--- config.mk ---
export PLATFORM = sky130hd
export DESIGN_NAME = dmem_responder
export DESIGN_NICKNAME = d
export VERILOG_FILES = /design/src/rtl/dmem_responder.sv
export SDC_FILE = /design/constraint.sdc
export NUM_CORES = 1
export LEC_CHECK = 0
export ABC_AREA = 1
export CORE_UTILIZATION = 45
export DETAILED_ROUTE_END_ITERATION = 7
export PLACE_DENSITY = 0.69
export SYNTH_ARGS = -nofsm -noshare
export SYNTH_HDL_FRONTEND = slang
export SYNTH_SLANG_ARGS = --single-unit
export TNS_END_PERCENT = 50
--- constraint.sdc ---
create_clock -name clk -period 3.1 [get_ports clk]
set_clock_uncertainty 0.1 [all_clocks]
set_input_delay 0.31 -clock clk [delete_from_list [all_inputs] [get_ports clk]]
set_output_delay 0.31 -clock clk [all_outputs]
set_load 0.01 [all_outputs]
--- src/rtl/dmem_responder.sv ---
// ---------------------------------------------------------------------------
// dmem_responder
//
// Word-addressed data memory behind a valid/ready request channel and a
// valid/ready response channel. One request is processed at a time. An
// accepted request waits LATENCY clock edges before the access is performed.
// The response is then held until the initiator accepts it.
//
// Parameters
//   SIZE        data and address width in bits
//   DEPTH       number of SIZE-bit words stored (at least 2)
//   LATENCY     access delay in clock edges, legal range 1..15
//   DEBUG_INDEX word index mirrored on debug_word
//
// Ports
//   clk         single clock; all state updates on its rising edge
//   rst         synchronous, active-high reset
//   req_valid   initiator presents a request
//   req_ready   responder can accept a request (high only in IDLE)
//   req_we      1 = store, 0 = load
//   req_addr    byte address; word index is req_addr[$clog2(DEPTH)+1:2]
//   req_wdata   store data
//   resp_valid  response available
//   resp_ready  initiator accepts the response
//   resp_rdata  load data (zero for stores and errors)
//   resp_err    request was misaligned or out of range
//   txn_count   count of completed response handshakes, wraps at 16 bits
//   debug_word  combinational copy of mem[DEBUG_INDEX]
// ---------------------------------------------------------------------------
module dmem_responder #(
    parameter int SIZE        = 32,
    parameter int DEPTH       = 16,
    parameter int LATENCY     = 2,
    parameter int DEBUG_INDEX = 4
) (
    input  logic            clk,
    input  logic            rst,
    input  logic            req_valid,
    output logic            req_ready,
    input  logic            req_we,
    input  logic [SIZE-1:0] req_addr,
    input  logic [SIZE-1:0] req_wdata,
    output logic            resp_valid,
    input  logic            resp_ready,
    output logic [SIZE-1:0] resp_rdata,
    output logic            resp_err,
    output logic [15:0]     txn_count,
    output logic [SIZE-1:0] debug_word
);

    localparam int IDX_W = $clog2(DEPTH);
    localparam int WA_W  = SIZE - 2;

    typedef enum logic [1:0] {
        IDLE = 2'd0,
        WAIT = 2'd1,
        RESP = 2'd2
    } state_t;

    state_t            state_q, state_d;
    logic [3:0]        cnt_q, cnt_d;
    logic              rvalid_q, rvalid_d;
    logic [SIZE-1:0]   rdata_q, rdata_d;
    logic              err_q, err_d;
    logic [15:0]       txn_q, txn_d;

    // Captured request; only meaningful while in WAIT, so it carries no reset.
    logic              we_q;
    logic [SIZE-1:0]   addr_q;
    logic [SIZE-1:0]   wdata_q;

    logic [SIZE-1:0]   mem_q [DEPTH];

    logic              capture;
    logic              mem_we;
    logic [IDX_W-1:0]  idx;
    logic              bad_addr;

    // Misaligned, or the full word address (not just the index bits) falls
    // beyond the array. Checking the full address keeps aliased high
    // addresses from silently hitting a low word.
    function automatic logic addr_bad(input logic [SIZE-1:0] a);
        logic [WA_W-1:0] wa;
        wa = a[SIZE-1:2];
        return (a[1:0] != 2'b00) || (wa >= WA_W'(DEPTH));
    endfunction

    assign idx      = addr_q[IDX_W+1:2];
    assign bad_addr = addr_bad(addr_q);

    always_comb begin
        state_d  = state_q;
        cnt_d    = cnt_q;
        rvalid_d = rvalid_q;
        rdata_d  = rdata_q;
        err_d    = err_q;
        txn_d    = txn_q;
        capture  = 1'b0;
        mem_we   = 1'b0;

        case (state_q)
            IDLE: begin
                if (req_valid) begin
                    capture = 1'b1;
                    cnt_d   = 4'(LATENCY);
                    state_d = WAIT;
                end
            end
            WAIT: begin
                // The edge that sees cnt == 1 is the LATENCY-th edge after
                // acceptance; the access happens on it.
                if (cnt_q == 4'd1) begin
                    state_d  = RESP;
                    rvalid_d = 1'b1;
                    if (bad_addr) begin
                        rdata_d = '0;
                        err_d   = 1'b1;
                    end else begin
                        err_d = 1'b0;
                        if (we_q) begin
                            mem_we  = 1'b1;
                            rdata_d = '0;
                        end else begin
                            rdata_d = mem_q[idx];
                        end
                    end
                end else begin
                    cnt_d = cnt_q - 4'd1;
                end
            end
            RESP: begin
                // Response fields hold until this handshake; returning to
                // IDLE here means the next request lands one cycle later.
                if (resp_ready) begin
                    state_d  = IDLE;
                    rvalid_d = 1'b0;
                    txn_d    = txn_q + 16'd1;
                end
            end
            default: begin
                state_d = IDLE;
            end
        endcase
    end

    always_ff @(posedge clk) begin
        if (rst) begin
            state_q  <= IDLE;
            cnt_q    <= 4'd0;
            rvalid_q <= 1'b0;
            rdata_q  <= '0;
            err_q    <= 1'b0;
            txn_q    <= 16'd0;
            for (int i = 0; i < DEPTH; i++) begin
                mem_q[i] <= SIZE'(i);
            end
        end else begin
            state_q  <= state_d;
            cnt_q    <= cnt_d;
            rvalid_q <= rvalid_d;
            rdata_q  <= rdata_d;
            err_q    <= err_d;
            txn_q    <= txn_d;
            if (mem_we) begin
                mem_q[idx] <= wdata_q;
            end
        end
    end

    always_ff @(posedge clk) begin
        if (capture) begin
            we_q    <= req_we;
            addr_q  <= req_addr;
            wdata_q <= req_wdata;
        end
    end

    assign req_ready  = (state_q == IDLE);
    assign resp_valid = rvalid_q;
    assign resp_rdata = rdata_q;
    assign resp_err   = err_q;
    assign txn_count  = txn_q;
    assign debug_word = mem_q[DEBUG_INDEX];

endmodule

## After elaboration in Yosys (flattened, before gate mapping)

Memories as Yosys holds them, arrays and structs flattened. A register that Yosys moved wholly into a read port is not among the register bits.
Index checks and enable logic that the tools add are counted.

| storage, ports and cells | value |
|---|---|
| logic and storage cells | 59 |
| output and inout bits | 83 |
| bits in registers | 121 |
| memory bits (writable) | 512 |
| bits of input ports | 69 |
| memories kept | 1 |

| operators by class | value |
|---|---|
| muxes and demuxes | 28 |
| reductions and logical operators | 11 |
| add/sub/neg operators | 2 |
| $lt $le $gt $ge | 1 |
| eq/ne operators | 7 |

Memory list:

| name | depth | bits a word | rd ports | clocked after Yosys merged registers in | write ports | line | RTL |
|---|---|---|---|---|---|---|---|
| mem_q | 16 | 32 | 2 | 1 | 16 | 72 | `logic [SIZE-1:0] mem_q [DEPTH];` |

Operators by type and width:

| cell | number |
|---|---|
| 2-to-1 mux 32 bit | 3 |
| OR reduction 32 bit | 1 |
| greater-or-equal comparator 30 x 5 -> 1 bit (second input constant) | 1 |
| adder 16 x 1 -> 16 bit (second input constant) | 1 |
| 2-to-1 mux 4 bit | 4 |
| 2-to-1 mux 1 bit | 15 |
| AND reduction 3 bit | 3 |
| inequality test 2 bit (second input constant) | 4 |
| case mux 4 bit (2 select lines) | 1 |
| 2-to-1 mux 2 bit | 3 |
| case mux 2 bit (3 select lines) | 1 |
| nonzero test 2 bit | 3 |
| == test 4 x 1 -> 1 bit (second input constant) | 1 |
| AND reduction 2 bit | 2 |
| subtractor 4 x 1 -> 4 bit (second input constant) | 1 |
| == test 2 x 1 -> 1 bit (second input constant) | 1 |
| == test 2 bit (second input constant) | 1 |
| zero test 2 bit | 1 |
| case mux 1 bit (2 select lines) | 1 |
| logical OR 1 bit | 1 |

## Longest topological paths before layout

Gate-level depths: netlist (run 1).

| depth | value |
|---|---|
| depth in word-level cells | 10 |
| mapped depth | 12 |

## Worst setup path after synthesis (run 1)

Ideal clock, no wire load.

| timing | value |
|---|---|
| path type | register -> register |
| start | reg cnt_q[1] |
| end | mem mem_q[15][0], enable pin |
| path slack | 0.314 ns |
| stages on the path, launching flop included | 12 |
| library setup time | 0.389 ns |
| clock period less this slack | 2.786 ns |
| buffers on the path | 3 |
| data required time | 2.611 ns |
| data arrival time | 2.297 ns |
| cells stage by stage | dfxtp_1 inv_1 ha_1 nand3_1 nor2_2 nand3_1 nor3_2 buf_4 nand4_2 buf_4 buf_6 nand2_1 |

RTL lines:

| what | line | RTL |
|---|---|---|
| from (decl) | 61 | `logic [3:0] cnt_q, cnt_d;` |
| from (signal assigned) | 159 | `cnt_q <= cnt_d;` |
| to (decl) | 72 |  |

==> metrics.txt, run 1 <==
number of instances in the synthesized netlist 2,848; Max VDD drop 0.4231 mV; filler cell count 5,202; number of clock buffers inserted by TritonCTS 67; count of antenna diodes in the layout 0; Post-Place Worst Slack 0.4837 ns; class of the most critical setup path reg -> reg; crit path time final roughly 2.7 ns; Sink Count ~640; Final setup viols 0; most frequent cells after synthesis sky130_fd_sc_hd__nand2_1 (799), sky130_fd_sc_hd__nor2_1 (653), sky130_fd_sc_hd__edfxtp_1 (577), sky130_fd_sc_hd__nand3_1 (194), sky130_fd_sc_hd__clkbuf_1 (137); area of the placeable core 60,580 sq um; synth top area cells sky130_fd_sc_hd__edfxtp_1 (63%), sky130_fd_sc_hd__nand2_1 (11%), sky130_fd_sc_hd__nor2_1 (8.9%); final worst-path cycle share between 80% and 90%; Final Slew Violations 0; total area of multi-input combinational cells 7831 sq um; leakage component of the power 12.78 nW; sort of element at the start of the critical path flop; final HPWL from detailed placement 45.39 mm; number of enable-type register cells in the synthesized netlist about 580; reg2reg setup slack 0.41 ns; Worst path max stage delay roughly 0.42 ns; CTS resizes 0; Ports around 150; cell with the most instances on the worst path sky130_fd_sc_hd__nand3_1; FF-to-FF End mem_q[8][26]; total die area 62,510 sq um; number of port buffers 151; DR WL/cell roughly 19 microns; final net count around 3.0k; top fanout value on the critical path 32; initial antenna violation count 0; number of warning messages in the yosys log 0; via count of the first global-routing pass about 19k; average footprint of a synthesized cell roughly 10 sq um; Post-Syn Nets 2,920; share of post-route cells with drive strength above 1 6.127%; portion of the post-synthesis area used by sequential elements 66.93%; number of vias per cell after detailed routing 5.384; Via Count 20.29k; insertion delay of the later-clocked pin in the worst-skew pair 0.60 ns; Power Density a little over 600 nW/um^2; Reg area 18,530 sq um; clock transition at the register clock pins on the worst setup and hold paths after CTS about 0.060 ns; Slew Limit Headroom 28.64%; capturing element type of the critical path flop; Detail Route Antenna Nets 0; CTS root buf sky130_fd_sc_hd__clkbuf_16; GR Overflow Total 0; netlist area before placement 27,680 sq um; area share of the largest cell type after synthesis 62.59%; setup repair after global routing missed its margin false; width of the chip approximately 250 microns; Yosys reg bits 637; most common flop cell mapped by yosys sky130_fd_sc_hd__edfxtp_1; crit path DAT about 2.8 ns; Area Growth Syn to Fin 16.17%; CP Launch Point cnt_q[1]; Hold WC Path Type in -> reg; result of the run completed; maximum clock rate about 370 MHz; number of cell rows 90; CTS tree built; maximum buffer depth of the clock tree 3; beginning of the worst register-to-register path cnt_q[1]; transition time at the pin with the least slew margin 1.069 ns; R2R cell count 10; global-route total usage across every layer 22.70%; DRT iter0 DRCs 2,303; Max-cap violations 0; series of cell instances along the critical path inv_1 -> ha_1 -> nand3_1 -> nor2_2 -> nand3_1 -> nor3_2 -> buf_4 -> nand3_1 -> nand2_1 -> buf_4; final total negative setup slack 0 ns; most common cell in the synthesized netlist sky130_fd_sc_hd__nand2_1; total setup buffers inserted after CTS 0; last element of the critical path mem_q[8][26]; cell accounting for the most synthesized area sky130_fd_sc_hd__edfxtp_1; Die Height between 200 and 300 microns; DRT Wirelength roughly 72 mm; H-tree Lvls 3; synth unique cells 29; post-cts hold buffer count 0; worst setup margin 0.4108 ns; count of TritonRoute iterations in the first routing pass 7; global-route wire length before repair 109.3 mm; Worst EP required 3.21 ns; final hold vios 0; drt drc 0; final weighted congestion in routability-driven placement 0.8868; maximum number of pins on one net before global-route repair 149; fraction of registers with async set or reset after synthesis 0%; cell type of the slowest stage on the worst timing path sky130_fd_sc_hd__buf_4; Initial Utilization 45.69%
## logic make-up after synthesis
family	Yosys count	synth area share, %
flip-flops	637	66.93
adder cells (fa/ha/maj)	3	0.1356
buffers and inverters	334	4.800
AO/OA/AOI/OAI	189	4.014
XOR/XNOR	1	0.03164
AND/OR/NAND/NOR	1684	24.09
## critical path, delay by kind of cell (launching register included)
family	cells	cell delay, ns
adders and majority gates	1	0.15
DFF	1	0.33
buffers and inverters	3	0.84
and+or+nand+nor	6	0.84
## placed cells by master (no fill, tap or decap), drive strengths merged
| master | count |
|---|---|
| nand4 | 11 |
| o211ai | 59 |
| clkbuf | 95 |
| o221a | 1 |
| inv | 132 |
| and2 | 1 |
| bufinv | 2 |
| edfxtp | 577 |
| clkdlybuf4s50 | 150 |
| clkinvlp | 2 |
| o21a | 2 |
| a21oi | 46 |
| ha | 3 |
| nor3 | 13 |
| o21ai | 78 |
| nand2 | 799 |
| clkinv | 21 |
| nor2 | 663 |
| a31oi | 1 |
| nand3b | 1 |
| dfxtp | 60 |
| nand3 | 196 |
| a211oi | 2 |
| xor2 | 1 |
| buf | 71 |
## registers in the layout (all words and copies together), names as in the netlist, named ones only
register / cells
mem_q: 512
addr_q: 32
resp_rdata: 32
wdata_q: 32
txn_count: 16
cnt_q: 4
state_q: 2
resp_err: 1
resp_valid: 1
we_q: 1
## how the worst min path moves through the flow
stage / cells past startpoint / to / from
final: 1 / wdata_q[20] / req_wdata[20]
after global routing: 1 / wdata_q[31] / req_wdata[31]
after CTS: 1 / wdata_q[20] / req_wdata[20]
after detailed placement: 2 / resp_rdata[18] / resp_rdata[18]
after global placement: 2 / resp_rdata[24] / resp_rdata[24]
after floorplan: 0 / addr_q[0] / req_addr[0]
## power by group
part	switching, mW	internal, mW	total, mW
Combinational	1.56	0.613	2.17
Clock	3.19	4.45	7.65
Sequential	0.120	9.64	9.76
## layer usage
layer	up-vias	GRT usage (%)	routed length [microns]
met2	895	36.50	33350
met4	0	7.660	1805
met3	108	4.099	6497
met1	9746	31.10	29890
met5	-	0	0
li1	9544	-	-
## layout make-up
class | count | share of cell area (%)
flip-flops and latches | 637 | 57.63
multi-input cells | 1877 | 24.35
repair buffers | 221 | 6.941
clock buffers | 95 | 5.933
well taps | 782 | 3.043
inverters | 131 | 1.560
clock inverters | 26 | 0.5369
## metrics by stage
step	hold slack, ns	instance area (sq um)	utilization [%]	power [mW]	instances
after floorplan	0.3089	27680	-	11.24	2848
final	0.1681	32160	53.08	19.58	3769
after CTS	0.1437	32160	53.08	19.68	3769
after detailed placement	0.3604	30080	49.65	12.08	3648
after global routing	0.1528	32160	53.08	20.25	3769
after global placement	0.3547	30080	49.65	12.04	3648
(Power assumes the default switching activity.)
==> run 2: changes to the inputs <==
--- a/config.mk
+++ b/config.mk
@@ -8,7 +8,6 @@
 export ABC_AREA = 1
 export CORE_UTILIZATION = 45
 export DETAILED_ROUTE_END_ITERATION = 7
-export PLACE_DENSITY = 0.69
 export SYNTH_ARGS = -nofsm -noshare
 export SYNTH_HDL_FRONTEND = slang
 export SYNTH_SLANG_ARGS = --single-unit
==> metrics.txt, run 2 (synthesized netlist as in run 1, its figures left out) <==
result of the run completed; transition time at the pin with the least slew margin 0.9231 ns (-0.1461 ns); number of cell rows 90 (unchanged); maximum buffer depth of the clock tree 3 (unchanged); final weighted congestion in routability-driven placement 0.8451 (-4.7%); top fanout value on the critical path 25 (-22%); Detail Route Antenna Nets 0 (unchanged); global-route wire length before repair 118.3 mm (+8.2%); area of the placeable core 60,580 sq um (unchanged); series of cell instances along the critical path inv_1 -> ha_1 -> nand3_1 -> nor2_2 -> nand3_1 -> nor3_2 -> buf_4 -> nand4_1 -> nand2_1 -> buf_4; H-tree Lvls 3 (unchanged); total area of multi-input combinational cells 7831 sq um (unchanged); width of the chip 250.0 microns (unchanged); Reg area 18,530 sq um (unchanged); clock transition at the register clock pins on the worst setup and hold paths after CTS 0.06 ns (about the same); crit path time final 2.598 ns (-0.09127 ns); insertion delay of the later-clocked pin in the worst-skew pair 0.61 ns (about the same); count of antenna diodes in the layout 0 (unchanged); Area Growth Syn to Fin 16.96%; Worst EP required 3.26 ns (+0.05 ns); Final Slew Violations 0 (unchanged); Max VDD drop 0.3828 mV (-9.5%); initial antenna violation count 0 (unchanged); maximum number of pins on one net before global-route repair 137 (-8.1%); Hold WC Path Type in -> reg; setup repair after global routing missed its margin false; Ports 152 (unchanged); crit path DAT 2.75 ns (-0.05 ns); count of TritonRoute iterations in the first routing pass 6 (-1); Max-cap violations 0 (unchanged); register with the highest flop count mem_q; final HPWL from detailed placement 48.81 mm (+7.5%); DRT Wirelength 77.57 mm (+8.4%); post-cts hold buffer count 0 (unchanged); post-layout utilization of the core 53.44% (+0.36 points); GR Overflow Total 0 (unchanged); maximum clock rate 384.9 MHz (+3.5%); share of post-route cells with drive strength above 1 6.993% (+0.87 points); Sink Count 637 (unchanged); total setup buffers inserted after CTS 0 (unchanged); cell type of the slowest stage on the worst timing path sky130_fd_sc_hd__buf_4; final hold vios 0 (unchanged); Initial Utilization 45.69% (unchanged); Die Height 250.0 microns (unchanged); number of flip-flops in the largest register 512 (unchanged); Power Density 628.1 nW/um^2 (+3.1%); final total negative setup slack 0 ns (unchanged); total die area 62,510 sq um (unchanged); DRT iter0 DRCs 2,069 (-10%); sort of element at the start of the critical path flop; filler cell count 5,383 (+3.5%); final net count 3,020 (+0.43%); DR WL/cell 20.49 microns (+8.0%); Worst path max stage delay 0.38 ns (-0.04 ns); Largest delay share family, worst path simple AND/OR/NAND/NOR gates; global-route total usage across every layer 24.94% (+2.2 points); number of buffers and inverters on the critical path 3 (unchanged); number of port buffers 151 (unchanged); Slew Limit Headroom 38.39% (+9.8 points); Via Count 20.43k (+0.65%); Final setup viols 0 (unchanged); CTS root buf sky130_fd_sc_hd__clkbuf_16; capturing element type of the critical path flop; via count of the first global-routing pass 19.89k (+2.7%); most used cells in the layout excluding fill and tap cells sky130_fd_sc_hd__nand2_1 (799), sky130_fd_sc_hd__nor2_1 (653), sky130_fd_sc_hd__edfxtp_1 (577); sum of internal, switching and leakage power 20.34 mW (+3.8%); drt drc 0 (unchanged); leakage component of the power 12.93 nW (+1.1%); class of the most critical setup path reg -> reg; CTS resizes 0 (unchanged); number of clock buffers inserted by TritonCTS 70 (+4.5%); number of vias per cell after detailed routing 5.396 (+0.22%); CTS tree built; most common library cell in the layout ignoring fill and taps sky130_fd_sc_hd__nand2_1; final worst-path cycle share 83.80% (-2.9 points)
[run 2: cell count changes in the layout (fill, tap and decap cells not counted), sizes merged]
cell | before | now
buf | 71 | 81
bufinv | 2 | 5
clkinv | 21 | 24
clkinvlp | 2 | 1
inv | 132 | 133
[run 2: per-layer routing]
metal | wire (microns) | GRT usage [%] | up-vias
li1 | - | - | 9565
met1 | 33400 | 35.15 | 9884
met2 | 36190 | 39.71 | 858
met3 | 6334 | 4.537 | 118
met4 | 1649 | 6.678 | 0
met5 | 0 | 0 | -
[run 2: power breakdown]
part	internal, mW	leakage, nW	switching (mW)	total, mW
registers	9.64	6.28	0.115	9.76
clock network	4.92	1.13	3.44	8.36
logic	0.607	5.51	1.62	2.22
total	15.2	12.9	5.17	20.3
[run 2: path summary, 6_finish.rpt]
kind / start / to / slack (ns) / depth (start not counted)
hold reg to reg: resp_rdata[20] / resp_rdata[20] / 0.36 / 2
setup / recovery: cnt_q[1] / mem_q[9][11] / 0.50 / 10
setup reg to reg: cnt_q[1] / mem_q[9][11] / 0.50 / 10
hold / removal: req_addr[25] / addr_q[25] / 0.16 / 1
[run 2: final cells by class]
class | count | share of cell area (%)
sequential | 637 | 57.24
clock inverter | 32 | 0.9390
clock buffer | 95 | 6.129
tap | 782 | 3.022
inverter | 131 | 1.550
timing repair buffer | 231 | 6.933
multi-input combinational | 1877 | 24.19
[run 2: metrics by stage]
step | instances | hold WS, ns | worst slack [ns] | instance area [sq um]
6_report | 3785 | 0.1572 | 0.5021 | 32380
3_3_place_gp | 3658 | 0.3540 | 0.5344 | 30090
2_1_floorplan | 2848 | 0.3089 | 0.3136 | 27680
4_1_cts | 3785 | 0.1261 | 0.5057 | 32380
5_1_grt | 3785 | 0.1321 | 0.2781 | 32380
3_5_place_dp | 3658 | 0.3585 | 0.5267 | 30090
[run 2: worst register-to-register path, stage by stage (launching register included)]
cell and delay (ns):
sky130_fd_sc_hd__dfxtp_1 0.32, sky130_fd_sc_hd__inv_1 0.08, sky130_fd_sc_hd__ha_1 0.15, sky130_fd_sc_hd__nand3_1 0.10
sky130_fd_sc_hd__nor2_2 0.19, sky130_fd_sc_hd__nand3_1 0.18, sky130_fd_sc_hd__nor3_2 0.13, sky130_fd_sc_hd__buf_4 0.30
sky130_fd_sc_hd__nand4_1 0.18, sky130_fd_sc_hd__nand2_1 0.12, sky130_fd_sc_hd__buf_4 0.38
